File: config.mk
export PLATFORM = sky130hd
export DESIGN_NAME = hazard_scoreboard
export DESIGN_NICKNAME = d
export VERILOG_FILES = /design/src/rtl/hazard_pkg.sv /design/src/rtl/sb_entry.sv /design/src/rtl/hazard_scoreboard.sv
export SDC_FILE = /design/constraint.sdc
export NUM_CORES = 1
export LEC_CHECK = 0
export CELL_PAD_IN_SITES_DETAIL_PLACEMENT = 1
export CELL_PAD_IN_SITES_GLOBAL_PLACEMENT = 1
export CORE_UTILIZATION = 44
export DETAILED_ROUTE_END_ITERATION = 8
export PLACE_DENSITY = 0.92
export SLEW_MARGIN = 20
export SYNTH_ARGS = -nofsm -noshare
export SYNTH_HDL_FRONTEND = slang
export SYNTH_SLANG_ARGS = --single-unit
File: constraint.sdc
create_clock -name clk -period 6.37 [get_ports clk]
set_input_delay 0.9555 -clock clk [delete_from_list [all_inputs] [get_ports clk]]
set_output_delay 0.9555 -clock clk [all_outputs]
set_load 0.005 [all_outputs]
File: src/rtl/hazard_pkg.sv
// Shared types and helpers for the hazard scoreboard: register/latency widths,
// latency clamping and per-source index extraction.
package hazard_pkg;

    localparam int NUM_REGS = 32;
    localparam int REG_AW   = $clog2(NUM_REGS);
    localparam int MAX_LAT  = 3;
    localparam int LAT_W    = $clog2(MAX_LAT + 1);
    localparam int MAX_SRC  = 4;

    typedef logic [LAT_W-1:0]  lat_t;
    typedef logic [REG_AW-1:0] reg_idx_t;

    // A zero latency still occupies the writeback slot for one cycle.
    function automatic lat_t clamp_lat(input lat_t lat);
        if (lat == lat_t'(0)) begin
            return lat_t'(1);
        end
        if (lat > lat_t'(MAX_LAT)) begin
            return lat_t'(MAX_LAT);
        end
        return lat;
    endfunction

    function automatic reg_idx_t src_idx(input logic [MAX_SRC*REG_AW-1:0] vec, input int i);
        return vec[i*REG_AW +: REG_AW];
    endfunction

endpackage

File: src/rtl/sb_entry.sv
// One scoreboard slot: a countdown of cycles until the pending write to this
// register lands in the register file.
module sb_entry
    import hazard_pkg::*;
(
    input  logic clk,
    input  logic reset,
    input  logic load,
    input  lat_t load_lat,
    output lat_t cnt,
    output logic busy,
    output logic is_one
);

    lat_t cnt_q;
    lat_t cnt_d;

    // A new load wins over the decrement of the write it replaces.
    always_comb begin
        cnt_d = cnt_q;
        if (load) begin
            cnt_d = load_lat;
        end else if (cnt_q != lat_t'(0)) begin
            cnt_d = cnt_q - lat_t'(1);
        end
    end

    always_ff @(posedge clk) begin
        if (reset) begin
            cnt_q <= '0;
        end else begin
            cnt_q <= cnt_d;
        end
    end

    assign cnt    = cnt_q;
    assign busy   = (cnt_q != lat_t'(0));
    assign is_one = (cnt_q == lat_t'(1));

endmodule

File: src/rtl/hazard_scoreboard.sv
// ID-stage RAW/WAW issue gate built on per-register countdown entries, with a
// saturating stall counter. Define HAZARD_SB_FORWARDING_EN to bypass cnt==1 producers.
module hazard_scoreboard
    import hazard_pkg::*;
#(
    parameter int NUM_SRC = 2,
    parameter int CNT_W   = 16
) (
    input  logic                      clk,
    input  logic                      reset,
    input  logic                      issue_valid,
    input  logic                      issue_we,
    input  logic [REG_AW-1:0]         issue_rd,
    input  logic [LAT_W-1:0]          issue_lat,
    input  logic                      flush,
    input  logic [NUM_SRC-1:0]        src_valid,
    input  logic [NUM_SRC*REG_AW-1:0] src_reg,
    output logic                      stall,
    output logic [NUM_SRC-1:0]        fwd_sel,
    output logic                      issue_accept,
    output logic [NUM_REGS-1:0]       busy_vec,
    output logic [CNT_W-1:0]          stall_cnt
);

    lat_t                      eff_lat;
    lat_t                      cnt_arr [NUM_REGS];
    logic [NUM_REGS-1:0]       busy_w;
    logic [NUM_REGS-1:0]       one_w;
    logic [NUM_REGS-1:1]       load_vec;
    logic [MAX_SRC*REG_AW-1:0] src_ext;
    logic [NUM_SRC-1:0]        raw_hz;
    logic [NUM_SRC-1:0]        fwd_hit;
    logic                      waw_hz;
    logic [CNT_W-1:0]          stall_cnt_q;
    logic [CNT_W-1:0]          stall_cnt_d;

    assign eff_lat = clamp_lat(issue_lat);
    assign src_ext = (MAX_SRC*REG_AW)'(src_reg);

    // Register 0 is hardwired zero, so it has no entry and is never pending.
    assign cnt_arr[0] = '0;
    assign busy_w[0]  = 1'b0;
    assign one_w[0]   = 1'b0;

    for (genvar r = 1; r < NUM_REGS; r++) begin : g_entry
        assign load_vec[r] = issue_accept & issue_we & (issue_rd == REG_AW'(r));

        sb_entry u_entry (
            .clk      (clk),
            .reset    (reset),
            .load     (load_vec[r]),
            .load_lat (eff_lat),
            .cnt      (cnt_arr[r]),
            .busy     (busy_w[r]),
            .is_one   (one_w[r])
        );
    end

    always_comb begin
        reg_idx_t idx;
        idx     = '0;
        raw_hz  = '0;
        fwd_hit = '0;
        for (int i = 0; i < NUM_SRC; i++) begin
            idx = src_idx(src_ext, i);
            if (src_valid[i]) begin
`ifdef HAZARD_SB_FORWARDING_EN
                // A producer at cnt==1 is on the bypass network this cycle.
                if (one_w[idx]) begin
                    fwd_hit[i] = 1'b1;
                end else begin
                    raw_hz[i] = busy_w[idx];
                end
`else
                raw_hz[i] = busy_w[idx] | one_w[idx];
`endif
            end
        end
    end

    // Keeps writebacks in order: a new write may not finish before an older one to rd.
    assign waw_hz = issue_valid & issue_we & (issue_rd != '0) & (cnt_arr[issue_rd] > eff_lat);

    assign stall        = reset | (issue_valid & ((|raw_hz) | waw_hz));
    assign issue_accept = issue_valid & ~stall & ~flush & ~reset;
    assign fwd_sel      = reset ? '0 : fwd_hit;
    assign busy_vec     = busy_w;

    always_comb begin
        stall_cnt_d = stall_cnt_q;
        if (issue_valid && stall && !reset && (stall_cnt_q != '1)) begin
            stall_cnt_d = stall_cnt_q + CNT_W'(1);
        end
    end

    always_ff @(posedge clk) begin
        if (reset) begin
            stall_cnt_q <= '0;
        end else begin
            stall_cnt_q <= stall_cnt_d;
        end
    end

    assign stall_cnt = stall_cnt_q;

endmodule

* After elaboration in Yosys (flattened, before gate mapping) *
Index checks and enable logic that the tools add are counted.
W data, S select, Z words.

storage, ports and cells
  flip-flop bits (word level) = 78
  output and inout bits = 52

cells by class
  $add $sub $neg = 32
  order comparisons = 5
  eq/ne operators = 63
  mux-type cells = 82
  bitwise operators = 47
  reductions and logical operators = 69

operator list
  operator                 number
  $mux W2                  68
  $reduce_bool A2 Y1       62
  $eq A5 B5 Y1 const B     16
  $eq A2 B1 Y1 const B     31
  $sub A2 B1 Y2 const B    31
  $eq A5 B4 Y1 const B     8
  $and A1 B1 Y1            39
  $bmux W1 S5              4
  $eq A5 B3 Y1 const B     4
  $add A16 B1 Y16 const B  1
  $ne A16 B16 Y1 const B   1
  $lt A5 B6 Y1 const B     2
  $bmux W2 S5              1
  $eq A5 B2 Y1 const B     2
  $mux W1                  9
  $ge A6 B6 Y1 const B     1
  $not A5 Y6               1
  $eq A5 B1 Y1 const B     1
  $reduce_bool A5 Y1       1
  $or A1 B1 Y1             4
  $logic_and A1 B1 Y1      3
  $not A1 Y1               3
  $gt A2 B2 Y1             1
  $gt A2 B2 Y1 const B     1
  other kinds (3)          3

* Logic depth before layout (Yosys ltp) *
Gate-level depths: netlist of the first run.

  depth after elaboration = 17
  depth in mapped cells = 18
  gate-level depth less buffers = 14

* By module *
Synthesis of the first run repeated with hierarchy kept, for this count alone.

unflattened totals
  cells, all modules = 770
  area, all modules = 6632.6 sq um

by module, submodules not included
  module             times used  cells each  area an instance (sq um)  seq. area each (sq um)
  sb_entry           31          15          135.1                     40.0
  hazard_scoreboard  1           305         2443.6                    320.3

* Least setup slack after synthesis of the first run *
Ideal clock, no wire load.

  kind = in2out
  start = input issue_rd[0]
  end = output issue_accept
  data arrival time = 4.733 ns
  data required time = 5.414 ns
  setup slack = 0.682 ns
  stages = 15
  cell sequence = clkbuf_1 buf_1 mux4_2 mux4_2 mux2_2 ha_1 a21oi_1 a2111oi_0 a31o_2 nor3_1 and2_4 buf_6 buf_6 inv_1 nor4b_1

between the ends
  word-level cells in the longest chain between the ends = 13
  elaborated cells on any way between the ends = 15
  classes of those cells = order compare: 1; mux: 3; bitwise: 10; reduce/logical: 1

ends and longest elaborated chain
  what                                        RTL line                 RTL
  start, declared                             hazard_scoreboard.sv:13  input logic [REG_AW-1:0] issue_rd,
  $not A5 Y6 (implied by the code)            hazard_scoreboard.sv:82  assign waw_hz = issue_valid & issue_we & (issue_rd != '0) & (cnt_arr[issue_rd] > eff_lat);
  $bmux W2 S5                                 hazard_scoreboard.sv:82
  $mux W2 (implied by the code) (2 in a row)  hazard_scoreboard.sv:82
  $gt A2 B2 Y1                                hazard_scoreboard.sv:82
  $and A1 B1 Y1 (*)                           hazard_scoreboard.sv:82
  $or A1 B1 Y1 (*)                            hazard_scoreboard.sv:84  assign stall = reset | (issue_valid & ((|raw_hz) | waw_hz));
  $and A1 B1 Y1 (*)                           hazard_scoreboard.sv:84
  $or A1 B1 Y1 (*)                            hazard_scoreboard.sv:84
  $not A1 Y1 (*)                              hazard_scoreboard.sv:85  assign issue_accept = issue_valid & ~stall & ~flush & ~reset;
  $and A1 B1 Y1 (*) (3 in a row)              hazard_scoreboard.sv:85
  end, declared                               hazard_scoreboard.sv:20  output logic issue_accept,

Every way passes the cells marked *; elsewhere a longest branch is shown, timed or not. The select of a mux whose other input is x is not followed.

* Worst setup path in the final report of the first run *
Same ends and word-level chain as after synthesis.

==> impl_metrics.ini, run 1 <==
[status]
status = finished clean

[synthesis]
ys.flop_type = dfxtp_1
synth_area_um2 = 6800
synth_cell_type_count = 59
syn_inst = 804
ys_async_sr_fraction = 0
yosys_warnings = 0
ys_seq_area_frac = 0.229
syn_area_per_cell_um2 = 8.46
ys_ff_latch = 78
synth_edf_count = 0

[cells_and_area]
nFillCells = 1802
final_util = 0.512
design_area_um2 = 7750
final_cell_mix = nor2_1, inv_1, dfxtp_1
layout.nets = 914
mostFrequentLayoutCell = nor2_1
drive_above_1_share = 0.141
n_antenna_cell = 0
syn_to_final_growth_pct = 13.9

[die]
initial_core_util = 0.449
die_height_um = 126
die_w_um = 126
num_rows = 45
core_um2 = 15100
dieArea_um2 = 16000
io_pins = 76

[sta]
rsz0062_at_grt = false
fmax_mhz = 162
maxSlewViolCount = 0
fin_worst_skew_ns = 0.0116
hold_viol = 0
period_minus_slack_ns = 6.17
setup_viol = 0
tightestPinTransition_ns = 0.905
tns_ns = 0
finalCritPeriodShare = 0.968
slew_headroom = 0.388

[place]
gp_congestion = 0.859
place_area_um2 = 7410
io_buffers = 72
dp_hpwl_um = 15400

[min_path]
hp-start = stall_cnt[15]$_SDFFE_PP0P_
hold_class = reg -> reg

[global_route]
antenna_found_initial = 0
grtUsageTotal = 0.269
grt_pass1_vias = 6121
grt_pass1_wl_um = 33100
grt_max_degree = 46
grt_overflow_total = 0

[clock_network]
htreeDepth = 3
clk_latency_ns = 0.36
cts_resized = 0
path_clk_slew_ns = 0.06
clock-root-buffer = clkbuf_16
tritoncts = built
clock-sinks = 78
clock_path_buffers = 2
post-cts-setup-buffers = 0
cts_hold_buffers = 0
cts_buffers = 9

[drt]
drt_iter0_drc = 469
via_per_inst = 5.97
first_pass_iters = 5
wire_per_inst_um = 20.6
vias = 6074
drc = 0
finalWirelength_um = 21000
ant_nets = 0

[critical_path]
path_max_fanout = 34
endpoint_kind = output port
crit_start = issue_rd[0]
required_ns = 5.41
cp-start-kind = input pin
worstPathArrival_ns = 5.21
worst-setup-path-type = in -> out
timing.rr.start = g_entry[31].u_entry.cnt[1]$_SDFFE_PP0P_

[pwr]
fin_total_pwr_w = 0.00296
powerDensity_nw_per_um2 = 382
peakVddDrop_mv = 0.235
leakage_nw = 3.32

[flow_run]
maxCapViolCount = 0
## worst max-delay path, stage by stage
cell	delay, ns
clkdlybuf4s50_1	0.50
buf_12	0.22
mux4_2	0.54
mux4_2	0.49
mux2_2	0.28
ha_1	0.31
a21oi_1	0.13
a2111oi_0	0.10
a31o_2	0.24
nor3_1	0.36
and2_4	0.23
inv_1	0.05
nor4b_1	0.24
clkdlybuf4s50_1	0.55
## per-layer routing
layer  share of wire  GRT usage  wire [um]  up-vias
met5               0          0          0        -
met4           0.037      0.125        770        0
met3           0.069     0.0540       1450       76
met2            0.48      0.453      10100      266
met1            0.41      0.329       8690     2980
li1                -          -          -     2752
## cell type report
class / count / area (um2) / share of cell area
Sequential cell: 78 / 1560 / 0.202
Tap cell: 188 / 235 / 0.0304
Inverter: 110 / 413 / 0.0533
Clock inverter: 4 / 95.1 / 0.0123
Clock buffer: 11 / 243 / 0.0313
Timing Repair Buffer: 84 / 818 / 0.106
Multi-Input combinational cell: 542 / 4380 / 0.566
## cells in the mapped netlist, drive strengths merged, types with 7 or more instances
library cell | count | area (um2)
a21oi | 45 | 225
and3 | 21 | 176
buf | 48 | 354
clkbuf | 28 | 105
dfxtp | 78 | 1560
ha | 65 | 813
inv | 110 | 413
mux2 | 64 | 721
mux4 | 21 | 473
nand2 | 11 | 41.3
nand2b | 17 | 106
nand3 | 9 | 45.0
nand3b | 13 | 97.6
nand4 | 14 | 87.6
nand4b | 10 | 87.6
nor2 | 112 | 420
nor3 | 8 | 40.0
nor3b | 9 | 67.6
o21ai | 13 | 65.1
or3 | 7 | 48.8
xor2 | 31 | 272
## worst paths after layout
check / slack, ns / endpoint / cells after the start
worst min-delay path: 0.52 / stall_cnt[15]$_SDFFE_PP0P_ / 2
worst max-delay path: 0.20 / issue_accept / 14
worst max register to register: 2.27 / g_entry[30].u_entry.cnt[1]$_SDFFE_PP0P_ / 12
worst min register to register: 0.52 / stall_cnt[15]$_SDFFE_PP0P_ / 2
## where the power goes
| part | internal [W] | switching (W) | leakage [nW] | total [W] |
|---|---|---|---|---|
| registers | 0.000618 | 0.000169 | 0.642 | 0.000787 |
| logic | 0.000762 | 0.000797 | 2.52 | 0.00156 |
| clock network | 0.000391 | 0.000221 | 0.166 | 0.000613 |
## registers in the layout, indices dropped and copies added, names as in the netlist
name and flops:
stall_cnt 16, g_entry.u_entry.cnt 62
## kinds of logic (layout without fill, tap and decap cells)
logic type / after synthesis / count (layout) / synth area share
multiplexers: 87 / 87 / 0.178
buffers and inverters: 186 / 209 / 0.128
AND/OR/NAND/NOR: 253 / 253 / 0.204
flip-flops: 78 / 78 / 0.229
AO/OA/AOI/OAI: 101 / 101 / 0.0969
other: 1 / 3 / 0.000551
adder cells (fa/ha/maj): 65 / 65 / 0.120
XOR/XNOR: 33 / 33 / 0.0425
## per-stage QoR
step	instances	hold WS, ns	worst slack (ns)
3_3_place_gp	1002	0.488	0.353
4_1_cts	1017	0.519	0.249
3_5_place_dp	1002	0.509	0.281
5_1_grt	1017	0.553	0.0317
2_1_floorplan	806	0.484	0.682
6_report	1017	0.523	0.201
No activity file was read; power rests on OpenSTA's default activity.
==> run 2, diff against run 1 <==
PLACE_DENSITY = 0.93   (was 0.92)
==> impl_metrics.ini, run 2 (synthesized netlist as in run 1, its figures left out) <==
[critical_path]
cpLargestDelayFamily = buffers and inverters
worst-setup-path-type = in -> out
cp_cell_sequence = clkdlybuf4s50_1 > buf_4 > mux4_2 > mux4_2 > mux2_2 > ha_1 > a21oi_1 > a2111oi_0 > a31o_2 > nor3_2 > and2_4 > inv_1 > nor4b_1 > clkdlybuf4s50_1
crit_buf_inv = 4
worstPathArrival_ns = 5.25
endpoint_kind = output port
path_max_fanout = 33
crit_slowest_cell = clkdlybuf4s50_1
required_ns = 5.41
cp-start-kind = input pin
r2r_cells = 12
max_stage_delay_ns = 0.56
cp.depth = 14

[clock_network]
clock-sinks = 78
cts_buffers = 9
clock-root-buffer = clkbuf_16
clock_path_buffers = 2
path_clk_slew_ns = 0.06
clk_latency_ns = 0.36
tritoncts = built
cts_hold_buffers = 0
htreeDepth = 3

[cells_and_area]
layout.nets = 913
largest_register_ff_count = 62
syn_to_final_growth_pct = 13.3
mostFrequentLayoutCell = nor2_1
final_cell_mix = nor2_1, inv_1, dfxtp_1
drive_above_1_share = 0.142
n_antenna_cell = 0

[sta]
fin_worst_skew_ns = 0.00918
worst_slack_ns = 0.169
tightestPinTransition_ns = 0.969
finalCritPeriodShare = 0.974
slew_headroom = 0.354
maxSlewViolCount = 0
rsz0062_at_grt = false
tns_ns = 0
hold_viol = 0
fmax_mhz = 161
period_minus_slack_ns = 6.20
setup_viol = 0

[die]
die_w_um = 126
initial_core_util = 0.449
core_um2 = 15100
die_height_um = 126
dieArea_um2 = 16000
io_pins = 76
num_rows = 45

[place]
gp_congestion = 0.878
place_ws_ns = 0.112
dp_hpwl_um = 15900
io_buffers = 72

[pwr]
leakage_nw = 3.31
seqPwrFrac = 0.270
pwr-share-comb = 0.543
p_int_w = 0.00171
p_sw_w = 0.00121
switching_share = 0.415
power_frac_clock = 0.186
powerDensity_nw_per_um2 = 379
peakVddDrop_mv = 0.203

[drt]
vias = 6017
drc = 0
wire_per_inst_um = 21.1
ant_nets = 0
drt_iter0_drc = 503
via_per_inst = 5.92
finalWirelength_um = 21400
first_pass_iters = 5

[global_route]
grtUsageTotal = 0.278
grt_pass1_vias = 6184
antenna_found_initial = 0
grt_pass1_wl_um = 33900
grt_max_degree = 87
grt_overflow_total = 0

[min_path]
min_path_cells = 2
hold_class = reg -> reg

[status]
status = finished clean

[flow_run]
maxCapViolCount = 0
run 2: cell count changes in the layout (fill, tap and decap cells not counted):
cell and change:
bufinv_16 -2, clkinv_2 +2, nor3_2 +1, nor3_1 -1, buf_4 -1, clkbuf_8 +1
run 2: metal layers:
| metal | share of wire | global-route usage |
|---|---|---|
| met3 | 0.064 | 0.0620 |
| met1 | 0.40 | 0.322 |
| met4 | 0.040 | 0.135 |
| met5 | 0 | 0 |
| met2 | 0.49 | 0.485 |
run 2: final timing paths:
kind | from | endpoint | slack [ns]
max reg2reg | g_entry[31].u_entry.cnt[1]$_SDFFE_PP0P_ | g_entry[28].u_entry.cnt[0]$_SDFFE_PP0P_ | 2.28
max | issue_rd[1] | issue_accept | 0.17
min reg2reg | stall_cnt[15]$_SDFFE_PP0P_ | stall_cnt[15]$_SDFFE_PP0P_ | 0.51
min | stall_cnt[15]$_SDFFE_PP0P_ | stall_cnt[15]$_SDFFE_PP0P_ | 0.51
run 2: final cells by class:
cell class,instances,area [um2]
Tap cell,188,235
Fill cell,1775,7440
Clock inverter,4,45.0
Timing Repair Buffer,83,811
Multi-Input combinational cell,542,4390
Inverter,110,413
Sequential cell,78,1560
Clock buffer,12,256
run 2: tightest hold or removal path: cells and delay by family, from the launching register on:
family | cells | cell delay (ns)
flops | 1 | 0.34
compound gates | 2 | 0.14
run 2: per-stage QoR:
stage               total power [W]  cell area [um2]  cells  hold WS (ns)   util
finish                      0.00292             7710   1017         0.514  0.509
global route                0.00311             7710   1017         0.560  0.509
CTS                         0.00291             7700   1017         0.521  0.509
detailed placement          0.00233             7400   1001         0.512  0.489
global placement            0.00220             7400   1001         0.498  0.489
floorplan                   0.00188             6810    806         0.484      -
run 2: power by group through the flow:
stage               combinational (W)  clock (W)  sequential, W
floorplan                     0.00116          0       0.000719
global placement              0.00142          0       0.000783
detailed placement            0.00154          0       0.000793
CTS                           0.00158   0.000550       0.000783
global route                  0.00174   0.000568       0.000800
finish                        0.00159   0.000543       0.000789
run 2: timing repair:
item,4_1_cts,5_1_grt
endpoints found under the setup margin,0,1
setup buffers,0,0
gates resized for setup,0,1
